File: config.mk
export PLATFORM = sky130hd
export DESIGN_NAME = diff_drive_pwm
export DESIGN_NICKNAME = d
export VERILOG_FILES = /design/src/rtl/diff_drive_pwm.sv
export SDC_FILE = /design/constraint.sdc
export NUM_CORES = 1
export LEC_CHECK = 0
export ABC_CLOCK_PERIOD_IN_PS = 4350
export BUFFER_PORTS_ARGS = -buffer_cell sky130_fd_sc_hd__buf_2
export CAP_MARGIN = 20
export CORE_MARGIN = 4
export CORE_UTILIZATION = 35
export DETAILED_ROUTE_END_ITERATION = 6
export GPL_TIMING_DRIVEN = 0
export MAX_ROUTING_LAYER = met4
export PLACE_DENSITY = 0.6
export SLEW_MARGIN = 20
export SYNTH_ARGS = -nofsm -noshare
export SYNTH_HDL_FRONTEND = slang
export SYNTH_SLANG_ARGS = --single-unit
File: constraint.sdc
create_clock -name clk -period 4.35 [get_ports clk]
set_input_delay 0.2175 -clock clk [delete_from_list [all_inputs] [get_ports clk]]
set_output_delay 0.2175 -clock clk [all_outputs]
set_load 0.02 [all_outputs]
File: src/rtl/diff_drive_pwm.sv
// ---------------------------------------------------------------------------
// diff_drive_pwm
//
// Proportional differential-drive motor controller. Signed steering samples
// arrive over a valid/ready handshake and are turned into a left/right duty
// split around BASE_DUTY (deadband, right-shift gain, clamp to the PWM range).
// A watchdog drops to FAULT when samples stop arriving. Applied duties change
// only at PWM period boundaries, except that leaving RUN zeroes them at once.
//
// Optional feature macro: MOTOR_RAMP_EN
//   defined   : at each period boundary an applied duty moves toward its
//               target by at most RAMP_STEP
//   undefined : an applied duty jumps straight to its target at the boundary
//
// Ports:
//   clk               system clock
//   reset             asynchronous, active-high reset
//   i_enable          run request; low forces IDLE
//   i_steering        signed steering sample, positive = turn right
//   i_valid           steering sample valid
//   o_ready           block can accept a sample (registered)
//   o_left_motor_pwm  left motor PWM (registered)
//   o_right_motor_pwm right motor PWM (registered)
//   o_left_duty       currently applied left duty
//   o_right_duty      currently applied right duty
//   o_fault           watchdog fault flag
//
// Handshake: a sample is taken on a clock edge where i_valid and o_ready are
// both high; o_ready then drops for exactly the following cycle, so the peak
// rate is one sample every two cycles. i_valid may be held high.
// ---------------------------------------------------------------------------
module diff_drive_pwm #(
    parameter int STEERING_WIDTH = 10,
    parameter int PWM_RESOLUTION = 8,
    parameter int PRESCALE_WIDTH = 12,
    parameter int BASE_DUTY      = 77,
    parameter int DEADBAND       = 16,
    parameter int GAIN_SHIFT     = 2,
    parameter int WDT_WIDTH      = 24,
    parameter int WDT_LIMIT      = 5000000,
    parameter int RAMP_STEP      = 4
) (
    input  logic                             clk,
    input  logic                             reset,
    input  logic                             i_enable,
    input  logic signed [STEERING_WIDTH-1:0] i_steering,
    input  logic                             i_valid,
    output logic                             o_ready,
    output logic                             o_left_motor_pwm,
    output logic                             o_right_motor_pwm,
    output logic [PWM_RESOLUTION-1:0]        o_left_duty,
    output logic [PWM_RESOLUTION-1:0]        o_right_duty,
    output logic                             o_fault
);

    localparam int SW = STEERING_WIDTH;
    localparam int N  = PWM_RESOLUTION;
    // Two guard bits over the wider of steering/duty: |min steering| and
    // BASE_DUTY +/- d both fit without overflow.
    localparam int AW = ((SW > N) ? SW : N) + 2;

    localparam logic signed [AW-1:0] DB_S   = AW'(DEADBAND);
    localparam logic signed [AW-1:0] BASE_S = AW'(BASE_DUTY);
    localparam logic signed [AW-1:0] MAX_S  = AW'((1 << N) - 1);
    localparam logic [WDT_WIDTH-1:0] WDT_LAST = WDT_WIDTH'(WDT_LIMIT - 1);

`ifdef MOTOR_RAMP_EN
    localparam bit RAMP_ON = 1'b1;
`else
    localparam bit RAMP_ON = 1'b0;
`endif
    // Without the ramp the step exceeds any possible gap, so the duty lands
    // on the target in one boundary.
    localparam int         STEP   = RAMP_ON ? RAMP_STEP : (1 << N);
    localparam logic [N:0] STEP_W = (N+1)'(STEP);
    localparam logic [N-1:0] STEP_N = N'(STEP);

    typedef enum logic [1:0] {
        ST_IDLE  = 2'd0,
        ST_RUN   = 2'd1,
        ST_FAULT = 2'd2
    } state_e;

    state_e                  state_q, state_d;
    logic                    ready_q;
    logic                    fault_q;
    logic [WDT_WIDTH-1:0]    wdt_q;
    logic signed [SW-1:0]    sample_q;
    logic                    s1_valid_q;
    logic [N-1:0]            tgt_l_q, tgt_r_q;
    logic [N-1:0]            tgt_l_d, tgt_r_d;
    logic [PRESCALE_WIDTH-1:0] presc_q;
    logic [N-1:0]            cnt_q, cnt_d;
    logic [N-1:0]            duty_l_q, duty_r_q, duty_l_d, duty_r_d;
    logic                    pwm_l_q, pwm_r_q;
    logic                    accept;
    logic                    tick;
    logic                    wrap;

    assign accept = i_valid && ready_q;
    assign tick   = &presc_q;
    assign wrap   = tick && (&cnt_q);

    function automatic logic [N-1:0] clamp_duty(input logic signed [AW-1:0] v);
        if (v[AW-1])
            return '0;
        else if (v > MAX_S)
            return '1;
        else
            return v[N-1:0];
    endfunction

    function automatic logic [N-1:0] approach(input logic [N-1:0] cur,
                                              input logic [N-1:0] tgt);
        logic [N:0] gap;
        if (tgt > cur) begin
            gap = {1'b0, tgt} - {1'b0, cur};
            return (gap > STEP_W) ? (cur + STEP_N) : tgt;
        end else begin
            gap = {1'b0, cur} - {1'b0, tgt};
            return (gap > STEP_W) ? (cur - STEP_N) : tgt;
        end
    endfunction

    // Stage 2 arithmetic on the registered sample.
    always_comb begin
        logic signed [AW-1:0] s_ext, mag, diff;
        s_ext = {{(AW-SW){sample_q[SW-1]}}, sample_q};
        mag   = s_ext[AW-1] ? -s_ext : s_ext;
        diff  = (mag > DB_S) ? ((mag - DB_S) >>> GAIN_SHIFT) : '0;
        if (!s_ext[AW-1]) begin
            tgt_l_d = clamp_duty(BASE_S + diff);
            tgt_r_d = clamp_duty(BASE_S - diff);
        end else begin
            tgt_l_d = clamp_duty(BASE_S - diff);
            tgt_r_d = clamp_duty(BASE_S + diff);
        end
    end

    // Control FSM next state; an accept beats a same-cycle watchdog expiry.
    always_comb begin
        state_d = state_q;
        if (!i_enable) begin
            state_d = ST_IDLE;
        end else begin
            case (state_q)
                ST_IDLE, ST_FAULT: if (accept) state_d = ST_RUN;
                ST_RUN:            if (!accept && (wdt_q >= WDT_LAST)) state_d = ST_FAULT;
                default:           state_d = ST_IDLE;
            endcase
        end
    end

    always_ff @(posedge clk or posedge reset) begin
        if (reset) begin
            state_q <= ST_IDLE;
            fault_q <= 1'b0;
            wdt_q   <= '0;
        end else begin
            state_q <= state_d;
            fault_q <= (state_d == ST_FAULT);
            if ((state_d != ST_RUN) || accept)
                wdt_q <= '0;
            else if (wdt_q < WDT_LAST)
                wdt_q <= wdt_q + 1'b1;
        end
    end

    // Handshake and the two-stage sample pipeline.
    always_ff @(posedge clk or posedge reset) begin
        if (reset) begin
            ready_q    <= 1'b1;
            sample_q   <= '0;
            s1_valid_q <= 1'b0;
            tgt_l_q    <= '0;
            tgt_r_q    <= '0;
        end else begin
            ready_q    <= !accept;
            s1_valid_q <= accept;
            if (accept)
                sample_q <= i_steering;
            if (state_q != ST_RUN) begin
                tgt_l_q <= '0;
                tgt_r_q <= '0;
            end else if (s1_valid_q) begin
                tgt_l_q <= tgt_l_d;
                tgt_r_q <= tgt_r_d;
            end
        end
    end

    // PWM counter and applied duties. The PWM flops compare the next counter
    // against the next duty so they line up with the counter register.
    always_comb begin
        cnt_d    = tick ? (cnt_q + 1'b1) : cnt_q;
        duty_l_d = duty_l_q;
        duty_r_d = duty_r_q;
        if (state_d != ST_RUN) begin
            duty_l_d = '0;
            duty_r_d = '0;
        end else if (wrap) begin
            duty_l_d = approach(duty_l_q, tgt_l_q);
            duty_r_d = approach(duty_r_q, tgt_r_q);
        end
    end

    always_ff @(posedge clk or posedge reset) begin
        if (reset) begin
            presc_q  <= '0;
            cnt_q    <= '0;
            duty_l_q <= '0;
            duty_r_q <= '0;
            pwm_l_q  <= 1'b0;
            pwm_r_q  <= 1'b0;
        end else begin
            presc_q  <= presc_q + 1'b1;
            cnt_q    <= cnt_d;
            duty_l_q <= duty_l_d;
            duty_r_q <= duty_r_d;
            pwm_l_q  <= (cnt_d < duty_l_d);
            pwm_r_q  <= (cnt_d < duty_r_d);
        end
    end

    assign o_ready           = ready_q;
    assign o_fault           = fault_q;
    assign o_left_duty       = duty_l_q;
    assign o_right_duty      = duty_r_q;
    assign o_left_motor_pwm  = pwm_l_q;
    assign o_right_motor_pwm = pwm_r_q;

endmodule

* Word-level counts from Yosys, hierarchy flattened
Index checks and enable logic that the tools add are counted.
Storage, ports and cells: register bits 93, bits of input ports 14, output and inout port bits 20, logic and storage cells 83
Operators by class: $add $sub $neg 11, order comparisons 13, equal/unequal tests 5, muxes and demuxes 29, reduce and logical (&&, ||, !) cells 11
Operators with widths (count):
- $mux W8 | 21
- $mux W24 | 2
- $gt A9 B9 Y1 const B | 4
- $sub A8 B8 Y9 | 4
- $add A24 B1 Y24 const B | 1
- $ge A24 B23 Y1 const B | 1
- $lt A24 B23 Y1 const B | 1
- $gt A8 B8 Y1 | 2
- $lt A8 B8 Y1 | 2
- $add A12 B1 Y12 const B | 1
- $gt A12 B6 Y1 const B | 1
- $mux W12 | 1
- $neg A10 Y12 | 1
- $reduce_and A12 Y1 | 1
- $sub A12 B5 Y12 const B | 1
- $add A7 B10 Y11 const A | 1
- $gt A11 B8 Y1 const B | 1
- $gt A11 B9 Y1 const B | 1
- $sub A7 B10 Y11 const A | 1
- $mux W10 | 1
- $add A8 B1 Y8 const B | 1
- $reduce_and A8 Y1 | 1
- $mux W2 | 3
- $eq A2 B2 Y1 const B | 2
- other kinds (9) | 13

* Logic depth before layout (Yosys ltp)
word-level depth 11, mapped depth 20, depth with buffers taken out 19

* Worst setup path after synthesis
Ideal clock, no wire load.
path kind reg2reg, from register duty_l_q[1] (netlist: o_left_duty[1]), to register pwm_l_q (netlist: o_left_motor_pwm), setup time 116 ps, data arrival time 3896 ps, slack 338 ps, stages on the path, launching flop included 20, path buffers 1, cell sequence dfrtp_1 inv_1 ha_1 nor2b_1 o21a_1 or4b_2 a21oi_1 o31a_1 clkbuf_1 nor3_1 o21ai_0 ha_1 a21oi_1 nor2b_1 o21ai_0 o21ai_0 nor2_1 nand2_1 or4_1 o311ai_0
On the way: word-level cells in the longest chain between the ends 7
RTL lines:
- start: declaration | line 94 | logic [N-1:0] duty_l_q, duty_r_q, duty_l_d, duty_r_d;
- start signal: assignment | line 218 | duty_l_q <= duty_l_d;
- $sub A8 B8 Y9 (on tied branches) | line 120, 117
- $gt A9 B9 Y1 (on tied branches) | line 121, 118
- $mux W8 (on tied branches) | line 121, 118
- $mux W8 | line 116 | if (tgt > cur) begin
- $mux W8 * | line 201 | end else if (wrap) begin
- $mux W8 * | line 198 | if (state_d != ST_RUN) begin
- $lt A8 B8 Y1 * | line 220 | pwm_l_q <= (cnt_d < duty_l_d);
- end signal: assignment | line 220
- end: declaration | line 95 | logic pwm_l_q, pwm_r_q;
Every way passes the cells marked *; elsewhere a longest branch is shown, timed or not. A chain may end at the register's enable or synchronous reset.

* Final worst setup path
from register tgt_l_q[1], to register pwm_l_q (netlist: o_left_motor_pwm)
On the way: word-level cells in the longest chain between the ends 7
RTL lines:
- start: declaration | line 90 | logic [N-1:0] tgt_l_q, tgt_r_q;
- start signal: assignment | line 186 | tgt_l_q <= tgt_l_d;
- $sub A8 B8 Y9 (on tied branches) | line 120, 117
- $gt A9 B9 Y1 (on tied branches) | line 121, 118
- $mux W8 (on tied branches) | line 121, 118
- $mux W8 * | line 116
- $mux W8 * | line 201
- $mux W8 * | line 198
- $lt A8 B8 Y1 * | line 220
Marked as above.

==> reports/results.ini <==
[outcome]
status=finished clean

[grt]
track_usage_pct=15.2
grt_pass1_wl_um=24500
grt_overflow=0
antenna_found_initial=0
grt_pass1_vias=4906
grt_max_degree=68

[yosys]
synth-seq-area-share_pct=36.6
syn_nets=769
syn-instance-count=698
synth_warnings=0
yosysUniqueCellTypes=72
synth_top_area_share_pct=36.2
postSynthAreaPerCell_um2=9.12
synth_ff_type=dfrtp_1
synth_edf_count=0
yosysTopAreaCell=dfrtp_1
ys_ff_latch=93
netlist_area_um2=6360
synth.top_cells.by_area=dfrtp_1, ha_1, nor2_1
async_flop_share_pct=100

[routing]
postRouteAntennaNets=0
avgViaCountPerCell=5.12
drt_iter0_markers=235
dr.pass1.iters=5
drc=0
wl_per_cell_um=14.5
dr_total_vias=5102
wl_um=14500

[setup_path]
cp_num_buf_inv=1
path_class=reg2reg
critPathMaxFanout=4
critical_path.top_delay_family=simple AND/OR/NAND/NOR gates
crit_required_ns=4.58
worstPathCellList=ha_1 > nor2b_1 > o21a_1 > or4b_2 > a21oi_4 > o31a_1 > buf_4 > nor3_1 > o21ai_1 > ha_1 > a21oi_1 > nor2b_1 > o21ai_0 > o21ai_0 > nor2_1 > nand2_1 > or4_1 > o311ai_2
slowest_stage=or4b_2
cp-end-kind=register
worst_path_largest_cell_delay_ns=0.65
startpoint_type=register
critPathArrivalTime_ns=4.37

[placed_design]
io_buffer_count=33
finalWeightedCongestion=0.913
placed_area_um2=6850
dpl.hpwl_um=11000

[final_layout]
multi_input_area_um2=3810
antenna_cells=0
regArea_um2=2330
finish.utilization_pct=41.4
stdcell_area_um2=7420
drive_gt1_share_pct=16.2
synthToLayoutAreaGrowth_pct=16.6
nets=833
fill_cells=1795

[job]
drv_cap=0

[power]
static-leakage-power_nw=3.23
ir_drop_v=0.000223
power.density_nw_per_um2=335
finalPower_mw=2.49

[clock_network]
clock_path_buffers=2
clk_pin_slew_worst_paths_ns=0.07
cts_num_sinks=93
cts_tree=yes
ctsHtreeMaxLevel=3
cts_root_buf=clkbuf_16
cts_made_buffers=9
worstSkewPairLatency_ns=0.35

[sta]
skew_ns=0.00543
worst_pin_slew_ns=0.820
finalMaxSlewViolations=0
timing.fmax_mhz=241
hold_viol=0
period_needed_ns=4.14
maxSlewHeadroom_pct=45.0
finalCritPeriodShare_pct=95.2
setup_violations=0

[worst_hold_path]
hold_path.class=in2reg

[floorplan]
die_area_um2=20400
num_rows=49
ios=34
coreArea_um2=17900
die_x_um=143
die_h_um=143
start_util_pct=35.5

==> final timing paths <==
path                       cells past startpoint  slack, ns          start                to
setup reg to reg                              18       0.21     tgt_l_q[1]  o_left_motor_pwm
hold / removal                                 3       0.07  i_steering[1]       sample_q[1]
hold reg to reg                                1       0.47    presc_q[11]       presc_q[11]
setup / recovery                              18       0.21     tgt_l_q[1]  o_left_motor_pwm
min in group asynchronous                      3       0.38          reset          wdt_q[9]
max in group asynchronous                      4       3.37          reset        tgt_l_q[1]
==> tightest hold or removal path, delay by kind of cell <==
kind            cells  cell delay, ns
buf+inv             1            0.07
compound gates      1            0.06
simple gates        1            0.03
==> sequential cells by signal (all words and copies together) (netlist names), 8 cells and up <==
| signal | cells |
|---|---|
| cnt_q | 8 |
| o_left_duty | 8 |
| o_right_duty | 8 |
| presc_q | 12 |
| sample_q | 10 |
| tgt_l_q | 8 |
| tgt_r_q | 8 |
| wdt_q | 24 |
==> layout make-up <==
cell class	instances	share of cell area [%]
Timing Repair Buffer	56	4.86
Clock inverter	5	0.894
Tap cell	229	3.86
Clock buffer	11	3.41
Multi-Input combinational cell	527	51.4
Buffer	19	1.18
Sequential cell	93	31.4
Inverter	56	2.95
==> cell usage in the layout (no fill, tap or decap), types with 4 or more instances in the layout <==
| cell type | count |
|---|---|
| nor2b_1 | 10 |
| o211ai_1 | 5 |
| ha_1 | 53 |
| o21ai_0 | 33 |
| and2_1 | 8 |
| and3_1 | 13 |
| xnor2_1 | 29 |
| nor2_1 | 71 |
| mux2i_1 | 11 |
| nand2b_1 | 13 |
| nand2_1 | 47 |
| clkbuf_16 | 9 |
| a21oi_1 | 31 |
| nand4_1 | 13 |
| nor4_1 | 4 |
| inv_1 | 52 |
| mux2_2 | 7 |
| a21o_1 | 10 |
| xor2_1 | 22 |
| o21ai_1 | 7 |
| clkbuf_1 | 13 |
| nor3_1 | 18 |
| a31oi_1 | 4 |
| dfrtp_1 | 89 |
| o21a_1 | 10 |
| buf_4 | 21 |
| a221o_1 | 10 |
| buf_2 | 35 |
| nand3_1 | 25 |
==> where the power goes <==
group          internal (mW)  total [mW]  switching (mW)
combinational          0.284       0.729           0.445
sequential             0.893       0.926          0.0333
clock                  0.484       0.832           0.348
==> cell usage after synthesis, types with 7 or more instances <==
cell / n
nand3_1: 25
nor3_1: 18
dfrtp_1: 92
inv_1: 55
nor2_1: 72
and2_1: 8
xor2_1: 22
xnor2_1: 29
nand2_1: 48
a21o_1: 10
o21ai_0: 36
mux2_2: 7
o21a_1: 10
and3_1: 15
mux2i_1: 11
ha_1: 55
a21oi_1: 34
clkbuf_1: 18
nand2b_1: 13
nand4_1: 13
a221o_1: 10
nor2b_1: 10
==> layer usage <==
layer	GRT usage (%)	up-vias	share of wire, %
li1	-	2593	-
met1	21.3	2426	50
met2	22.8	68	45
met3	2.75	15	3.3
met4	3.85	0	1.2
met5	-	-	0
==> cells by family (layout without fill, tap and decap cells) <==
logic type / after synthesis / after routing / share of synthesized area, %
adder cells (fa/ha/maj): 57 / 57 / 11.4
other: 1 / 1 / 0.0589
multiplexers: 18 / 18 / 2.97
AND/OR/NAND/NOR: 250 / 250 / 20.0
XOR/XNOR: 53 / 53 / 7.71
AO/OA/AOI/OAI: 148 / 148 / 16.5
buffers and inverters: 78 / 147 / 4.78
flip-flops: 93 / 93 / 36.6
==> what timing repair did <==
action | in CTS | in global routing
endpoints found under the hold margin | 25 | 0
hold buffers | 1 | 0
pin swaps | 4 | 8
buffers inserted | 10 | 11
gates resized for setup | 9 | 24
endpoints found under the setup margin | 17 | 17
==> stage by stage <==
| stage | cells | setup WS [ns] | TNS, ns | hold WS (ns) |
|---|---|---|---|---|
| final | 996 | 0.209 | 0 | 0.0691 |
| after global routing | 996 | -0.0823 | -0.0823 | 0.0812 |
| after CTS | 985 | 0.00117 | 0 | 0.0532 |
| after detailed placement | 961 | -0.367 | -4.21 | 0.199 |
| after global placement | 960 | -0.384 | -4.43 | 0.425 |
| after floorplan | 698 | 0.338 | 0 | 0.334 |
Power figures use the tool's default switching activity.
